--- src/rtl/array_mult_pkg.sv ---
// -----------------------------------------------------------------------------
// array_mult_pkg
// Shared definitions for the sequential digit-serial multiplier:
//   - state_e        : FSM states IDLE / RUN / DONE
//   - DEFAULT_WIDTH  : default operand width in bits
//   - DEFAULT_DIGIT  : default number of multiplier bits consumed per cycle
// -----------------------------------------------------------------------------
package array_mult_pkg;

   localparam int DEFAULT_WIDTH = 16;
   localparam int DEFAULT_DIGIT = 4;

   typedef enum logic [1:0] {
      IDLE = 2'd0,
      RUN  = 2'd1,
      DONE = 2'd2
   } state_e;

endpackage : array_mult_pkg

--- src/rtl/array_mult_digit.sv ---
// -----------------------------------------------------------------------------
// array_mult_digit
// Combinational partial product a x digit, (WIDTH+DIGIT+1) bits, two's
// complement.
//   a_i     : multiplicand (WIDTH bits)
//   digit_i : one DIGIT-bit slice of the multiplier
//   sgn_i   : 1 = a is two's complement (sign-extended)
//   msd_i   : 1 = this is the most significant digit of b; combined with
//             sgn_i the digit is taken as signed (negative weight on its MSB)
//   pp_o    : partial product, exact in WIDTH+DIGIT+1 bits
// -----------------------------------------------------------------------------
module array_mult_digit
   import array_mult_pkg::*;
#(
   parameter int WIDTH = DEFAULT_WIDTH,
   parameter int DIGIT = DEFAULT_DIGIT
) (
   input  logic [WIDTH-1:0]     a_i,
   input  logic [DIGIT-1:0]     digit_i,
   input  logic                 sgn_i,
   input  logic                 msd_i,
   output logic [WIDTH+DIGIT:0] pp_o
);

   localparam int PW = WIDTH + DIGIT + 1;

   logic          a_sign;
   logic          d_sign;
   logic [PW-1:0] a_x;
   logic [PW-1:0] d_x;

   assign a_sign = sgn_i & a_i[WIDTH-1];
   assign d_sign = sgn_i & msd_i & digit_i[DIGIT-1];

   // Both operands are sign-extended to the result width, so the low PW bits
   // of a plain unsigned multiply are the exact two's complement product; the
   // magnitude always fits in PW bits.
   assign a_x  = {{(DIGIT + 1){a_sign}}, a_i};
   assign d_x  = {{(WIDTH + 1){d_sign}}, digit_i};
   assign pp_o = a_x * d_x;

endmodule : array_mult_digit

--- src/rtl/array_mult_seq.sv ---
// -----------------------------------------------------------------------------
// array_mult_seq
// Sequential digit-serial multiplier: consumes DIGIT bits of b per cycle,
// producing a 2*WIDTH-bit product after WIDTH/DIGIT cycles, with valid/ready
// handshakes on both sides.
//   clk, rst_n         : clock, asynchronous active-low reset
//   in_valid/in_ready  : operand handshake (in_ready high only in IDLE)
//   a, b               : multiplicand, multiplier (WIDTH bits)
//   sgn                : two's complement select (only with macro
//                        ARRAY_MULT_SIGNED_EN defined)
//   out_valid/out_ready: result handshake (out_valid high only in DONE)
//   p                  : product (2*WIDTH bits), 0 outside DONE
// Optional feature: define ARRAY_MULT_SIGNED_EN to add the sgn port and
// signed multiplication; otherwise the multiply is unsigned only.
// -----------------------------------------------------------------------------
module array_mult_seq
   import array_mult_pkg::*;
#(
   parameter int WIDTH = DEFAULT_WIDTH,
   parameter int DIGIT = DEFAULT_DIGIT
) (
   input  logic                 clk,
   input  logic                 rst_n,
   input  logic                 in_valid,
   output logic                 in_ready,
   input  logic [WIDTH-1:0]     a,
   input  logic [WIDTH-1:0]     b,
`ifdef ARRAY_MULT_SIGNED_EN
   input  logic                 sgn,
`endif
   output logic                 out_valid,
   input  logic                 out_ready,
   output logic [2*WIDTH-1:0]   p
);

   localparam int N  = WIDTH / DIGIT;
   localparam int PW = WIDTH + DIGIT + 1;
   localparam int AW = 2 * WIDTH + 1;
   localparam int CW = $clog2(N + 1);
   localparam logic [CW-1:0] LAST = CW'(N - 1);

   state_e             state_q;
   logic [WIDTH-1:0]   a_q;
   logic [WIDTH-1:0]   b_q;        // shifts right one digit per RUN cycle
   logic               sgn_q;
   logic [CW-1:0]      cnt_q;
   logic [AW-1:0]      acc_q;
   logic [AW-1:0]      acc_d;
   logic [2*WIDTH-1:0] p_q;
   logic               in_ready_q;
   logic               out_valid_q;

   logic               sgn_in;
   logic               last_digit;
   logic [PW-1:0]      pp;
   logic [AW-1:0]      pp_ext;

`ifdef ARRAY_MULT_SIGNED_EN
   assign sgn_in = sgn;
`else
   assign sgn_in = 1'b0;
`endif

   assign last_digit = (cnt_q == LAST);

   array_mult_digit #(
      .WIDTH (WIDTH),
      .DIGIT (DIGIT)
   ) u_digit (
      .a_i     (a_q),
      .digit_i (b_q[DIGIT-1:0]),
      .sgn_i   (sgn_q),
      .msd_i   (last_digit),
      .pp_o    (pp)
   );

   // Partial product is signed; extend it to accumulator width before
   // weighting it by 2^(DIGIT*k).
   assign pp_ext = AW'($signed(pp));
   assign acc_d  = acc_q + (pp_ext << (cnt_q * DIGIT));

   // NOTE: sequential state uses non-blocking assignments only, so every
   // register samples the pre-edge values and the update order is irrelevant.
   always_ff @(posedge clk or negedge rst_n) begin
      if (!rst_n) begin
         state_q     <= IDLE;
         a_q         <= '0;
         b_q         <= '0;
         sgn_q       <= 1'b0;
         cnt_q       <= '0;
         acc_q       <= '0;
         p_q         <= '0;
         in_ready_q  <= 1'b1;
         out_valid_q <= 1'b0;
      end else begin
         case (state_q)
            IDLE: begin
               if (in_valid) begin
                  a_q        <= a;
                  b_q        <= b;
                  sgn_q      <= sgn_in;
                  cnt_q      <= '0;
                  acc_q      <= '0;
                  in_ready_q <= 1'b0;
                  state_q    <= RUN;
               end
            end
            RUN: begin
               acc_q <= acc_d;
               b_q   <= b_q >> DIGIT;
               cnt_q <= cnt_q + 1'b1;
               if (last_digit) begin
                  p_q         <= acc_d[2*WIDTH-1:0];
                  out_valid_q <= 1'b1;
                  state_q     <= DONE;
               end
            end
            DONE: begin
               if (out_ready) begin
                  p_q         <= '0;
                  out_valid_q <= 1'b0;
                  in_ready_q  <= 1'b1;
                  state_q     <= IDLE;
               end
            end
            default: begin
               p_q         <= '0;
               out_valid_q <= 1'b0;
               in_ready_q  <= 1'b1;
               state_q     <= IDLE;
            end
         endcase
      end
   end

   assign in_ready  = in_ready_q;
   assign out_valid = out_valid_q;
   assign p         = p_q;

endmodule : array_mult_seq
--- config.mk ---
export PLATFORM = sky130hd
export DESIGN_NAME = array_mult_seq
export DESIGN_NICKNAME = d
export VERILOG_FILES = /design/src/rtl/array_mult_pkg.sv /design/src/rtl/array_mult_digit.sv /design/src/rtl/array_mult_seq.sv
export SDC_FILE = /design/constraint.sdc
export NUM_CORES = 1
export LEC_CHECK = 0
export ABC_AREA = 1
export CORE_ASPECT_RATIO = 0.75
export CORE_MARGIN = 4
export CORE_UTILIZATION = 35
export DETAILED_ROUTE_END_ITERATION = 8
export SLEW_MARGIN = 15
export SYNTH_ARGS = -nofsm -noshare
export SYNTH_HDL_FRONTEND = slang
export SYNTH_SLANG_ARGS = --single-unit
--- constraint.sdc ---
create_clock -name clk -period 5.7 [get_ports clk]
set_clock_uncertainty 0.1 [all_clocks]
set_input_delay 1.14 -clock clk [delete_from_list [all_inputs] [get_ports clk]]
set_output_delay 1.14 -clock clk [all_outputs]
set_load 0.1 [all_outputs]
After elaboration in Yosys (flattened, before gate mapping) --
Cells that the tools add are included.
Word-level totals: register bits 104, logic and storage cells 46
Operators by class: equal/unequal tests 6, $mul 1, shift-type cells 1, bitwise gates (word level) 2, reduce and logical (&&, ||, !) cells 7, multiplexer cells 19, add/subtract/negate cells 2
Operators with widths (count):
- case mux 32 bit (3 select lines) | 1
- case mux 33 bit (2 select lines) | 1
- 2-to-1 mux 32 bit | 2
- adder 33 bit | 1
- 2-to-1 mux 33 bit | 1
- left shift 33 x 5 -> 33 bit | 1
- case mux 16 bit (2 select lines) | 1
- multiplier 16 x 4 -> 20 bit | 1
- 2-to-1 mux 16 bit | 1
- AND reduction 3 bit | 3
- 2-to-1 mux 2 bit | 3
- case mux 1 bit (3 select lines) | 2
- case mux 2 bit (3 select lines) | 1
- case mux 3 bit (2 select lines) | 1
- 2-to-1 mux 1 bit | 4
- != test 2 bit, second input constant | 2
- AND reduction 2 bit | 2
- adder 3 x 1 -> 3 bit, second input constant | 1
- equality test 3 x 2 -> 1 bit, second input constant | 1
- 2-to-1 mux 3 bit | 1
- equality test 2 x 1 -> 1 bit, second input constant | 1
- equality test 2 bit, second input constant | 1
- zero test 2 bit | 1
- != test 2 x 1 -> 1 bit, second input constant | 1
- other kinds (2) | 3

Depth between registers and ports, before layout --
word-level depth 5, depth in mapped cells 34, mapped depth without buffers 32

By module --
Synthesis repeated with hierarchy kept, for this count alone.
Unflattened totals: cells, all modules 1568, area, all modules 10432.5 sq um
By module, submodules not included:
- array_mult_seq | cells an instance 1031, instances 1, area each 7044.3 sq um, sequential area each 2578.7 sq um
- array_mult_digit | cells an instance 537, instances 1, area each 3388.2 sq um, sequential area each 0.0 sq um

Worst setup path before layout --
Ideal clock, no wire load.
path kind reg2reg, start point reg b_q[3], end point reg p_q[27], in the netlist p[27], cell stages (with the launch flop) 29, arrival 4.863 ns, path slack 0.617 ns, setup time 0.120 ns, cells stage by stage dfrtp_1 clkbuf_1 clkbuf_1 nand2_1 fa_1 inv_1 fa_1 fa_1 nand3_1 nand2_1 a21oi_2 o21ai_4 a21oi_2 nand2_1 nand3_1 nand3_1 o21ai_1 nor2_1 ha_1 nand2_1 nor4_2 nand2_2 nand2_2 nand2_2 nand2_2 a21oi_2 or2_1 nand4_1 nand2_1
On the way: cells in the longest elaborated chain, start to end 5
Ends and longest elaborated chain:
- start, declared | RTL line array_mult_seq.sv:44 | logic [WIDTH-1:0] b_q;
- start signal, assigned | RTL line array_mult_seq.sv:110 | b_q <= b_q >> DIGIT;
- multiplier 16 x 4 -> 20 bit | RTL line array_mult_digit.sv:40 | assign pp_o = a_x * d_x;
- left shift 33 x 5 -> 33 bit | RTL line array_mult_seq.sv:80 | assign acc_d = acc_q + (pp_ext << (cnt_q * DIGIT));
- adder 33 bit | RTL line array_mult_seq.sv:80
- 2-to-1 mux 32 bit | RTL line array_mult_seq.sv:112 | if (last_digit) begin
- case mux 32 bit (3 select lines) | RTL line array_mult_seq.sv:96 | case (state_q)
- end signal, assigned | RTL line array_mult_seq.sv:113 | p_q <= acc_d[2*WIDTH-1:0];
- end, declared | RTL line array_mult_seq.sv:49 | logic [2*WIDTH-1:0] p_q;
No other way between the ends. The select of a mux whose other input is x is not followed. A chain may end at the register's enable or synchronous reset.

Worst setup path after layout --
start point reg b_q[3], end point reg p_q[31], in the netlist p[31]
Same word-level chain as after synthesis.

==> metrics.yaml <==
status: "complete, no violations"
vias_per_cell: 5.058
die_area_sq_um: 26810
antenna_found_initial: 0
reg2regPathDepth: 30
portBuffers: 69
crit_required_ns: 5.91
drv_cap: 0
r2r_setup_slack_ns: 0.21
hold_viol_final: 0
chipWidth_um: 187.8
ys_types: 48
multiInputGateArea_sq_um: 5570
drive_above_1_share_pct: 16.17
worstPathMaxFanout: 12
start_util_pct: 35.47
synth-main-ff-cell: "dfrtp_1"
cts.clk_slew.worst_paths_ns: 0.08
rows: 49
tightest_slew_ns: 0.9836
drt-total-wl_mm: 24.44
cts_tree: "done"
endpoint_kind: "register"
grt_max_degree: 71
synth-seq-cells: 103
yosysSeqAreaShare_pct: 30.40
core_sq_um: 23910
setup_slack_ns: 0.2131
synth_top_cell_by_area: "dfrtp_1"
synth_commonest_cells: "326 x nand2_1, 169 x inv_1, 102 x dfrtp_1"
synth_cells: 1173
nets: 1387
netlist.area_leader.share_pct: 30.09
crit_slowest_cell: "fa_1"
grt_pass1_wl_mm: 40.41
remaining_drc_errors: 0
seq_area_sq_um: 2579
gp_congestion: 0.9545
num-fill-cells: 2432
crit_buf_inv: 8
grt_pass1_vias: 7692
synth_area_sq_um: 8482
ios: 70
vias: 7961
hold_end: "in_ready"
cp_top_family: "compound AO/OA/AOI/OAI gates"
slew_headroom_pct: 34.22
hold_buffers: 0
crit_type: "reg -> reg"
grt.total_usage_pct: 18.41
crit_arrival_ns: 5.70
n_antenna_cell: 0
slew_violations: 0
r2r_end: "p[31]"
avgRoutedWirePerCell_um: 15.53
hold_path_class: "reg -> reg"
cts_root_buf: "clkbuf_16"
clock_path_buffers: 2
drtAntennaViolNets: 0
dp_hpwl_mm: 18.58
cts_buffers: 9
fin_crit_ns: 5.487
rsz0062_at_grt: "yes"
holdPathStages: 2
max_stage_delay_ns: 0.54
yosysMostFrequentCell: "nand2_1"
drt_pre_antenna_iters: 6
start_kind: "register"
htree_levels: 3
overflow: 0
syn_nets: 1297
synthTopCellsByArea: "dfrtp_1 30%, nand2_1 14%, ha_1 8.7%"
yosysWarningCount: 0
post-route-period-util_pct: 96.26
synthArstFlopShare_pct: 100.0
syn_area_per_cell_sq_um: 7.231
syn_to_final_growth_pct: 24.80
fmax_mhz: 182.3
r2r_start: "b_q[3]"
clock_latency_ns: 0.37
numClockSinks: 103
fp.dieH_um: 142.8
holdCritStartpoint: "in_ready"
dp_slack_ns: -0.02508
setup_viol: 0
synth_edf_count: 0
first_iter_violations: 616
==> per-stage QoR <==
stage / setup TNS, ns / area [sq um] / util (%) / std cells / hold WS (ns)
after CTS: 0 / 10070 / 42.11 / 1569 / 0.3782
after floorplan: 0 / 8482 / - / 1173 / 0.3554
after global routing: -0.8941 / 10590 / 44.27 / 1574 / 0.3924
after detailed placement: -0.02508 / 9773 / 40.87 / 1553 / 0.3569
after global placement: -0.04439 / 9773 / 40.87 / 1553 / 0.3583
final: 0 / 10590 / 44.27 / 1574 / 0.3727
==> worst max-delay path by stage <==
| stage | from | endpoint | slack (ns) | cells after the start |
|---|---|---|---|---|
| floorplan | b_q[3] | p[27] | 0.62 | 28 |
| global placement | b_q[3] | p[31] | -0.04 | 29 |
| detailed placement | b_q[3] | p[31] | -0.03 | 29 |
| CTS | b_q[3] | p[29] | 0.04 | 30 |
| global route | b_q[2] | p[24] | -0.11 | 30 |
| finish | b_q[3] | p[31] | 0.21 | 30 |
==> tightest hold or removal path, cell delays in order (launching register included) <==
cell and delay, ns:
dfstp_2 0.38, nand2_1 0.05, nand2_1 0.04
==> final cells by class <==
type / count / share of cell area (%)
multi-input combinational: 854 / 52.62
clock inverter: 6 / 0.5910
tap: 306 / 3.617
timing repair buffer: 119 / 10.40
inverter: 176 / 6.241
clock buffer: 10 / 2.163
sequential: 103 / 24.36
==> layer usage <==
layer,up-vias,track usage (%),routed length [um]
met1,3750,29.08,13080
met4,0,4.131,352
li1,3989,-,-
met5,-,0,0
met3,23,3.861,1368
met2,199,25.47,9638
==> sequential cells by signal (all words and copies together), names as in the netlist <==
name and flops:
state_q 2, cnt_q 3, b_q 16, in_ready 1, acc_q 32, p 32, out_valid 1, a_q 16
==> cells by family after synthesis <==
kind of cell	after synthesis	synth area share [%]
simple gates	499	24.65
compound gates	240	16.49
buf+inv	216	9.648
flops	103	30.40
fa+ha+maj	88	15.55
mux	16	2.124
xor+xnor	11	1.136
==> repair_timing <==
item | 4_1_cts | 5_1_grt
buffers inserted | 0 | 5
endpoints found under the setup margin | 1 | 40
resized for setup | 1 | 114
pin swaps | 0 | 27
==> cell usage in the layout (no fill, tap or decap), types with 19 or more instances in the layout <==
master,netlist,routed
ha_1,59,47
clkdlybuf4s50_1,0,68
dfrtp_1,102,102
nand3_1,56,51
fa_1,29,29
o21ai_1,17,29
inv_1,169,168
nor2_1,60,53
a21oi_2,5,24
a21oi_1,81,57
nand2_1,326,313
o21ai_0,81,65
buf_4,0,48
nand2_2,10,19
Power is not shown: default switching activity piles up to over one toggle a cycle in this logic, so the estimate is an artifact.
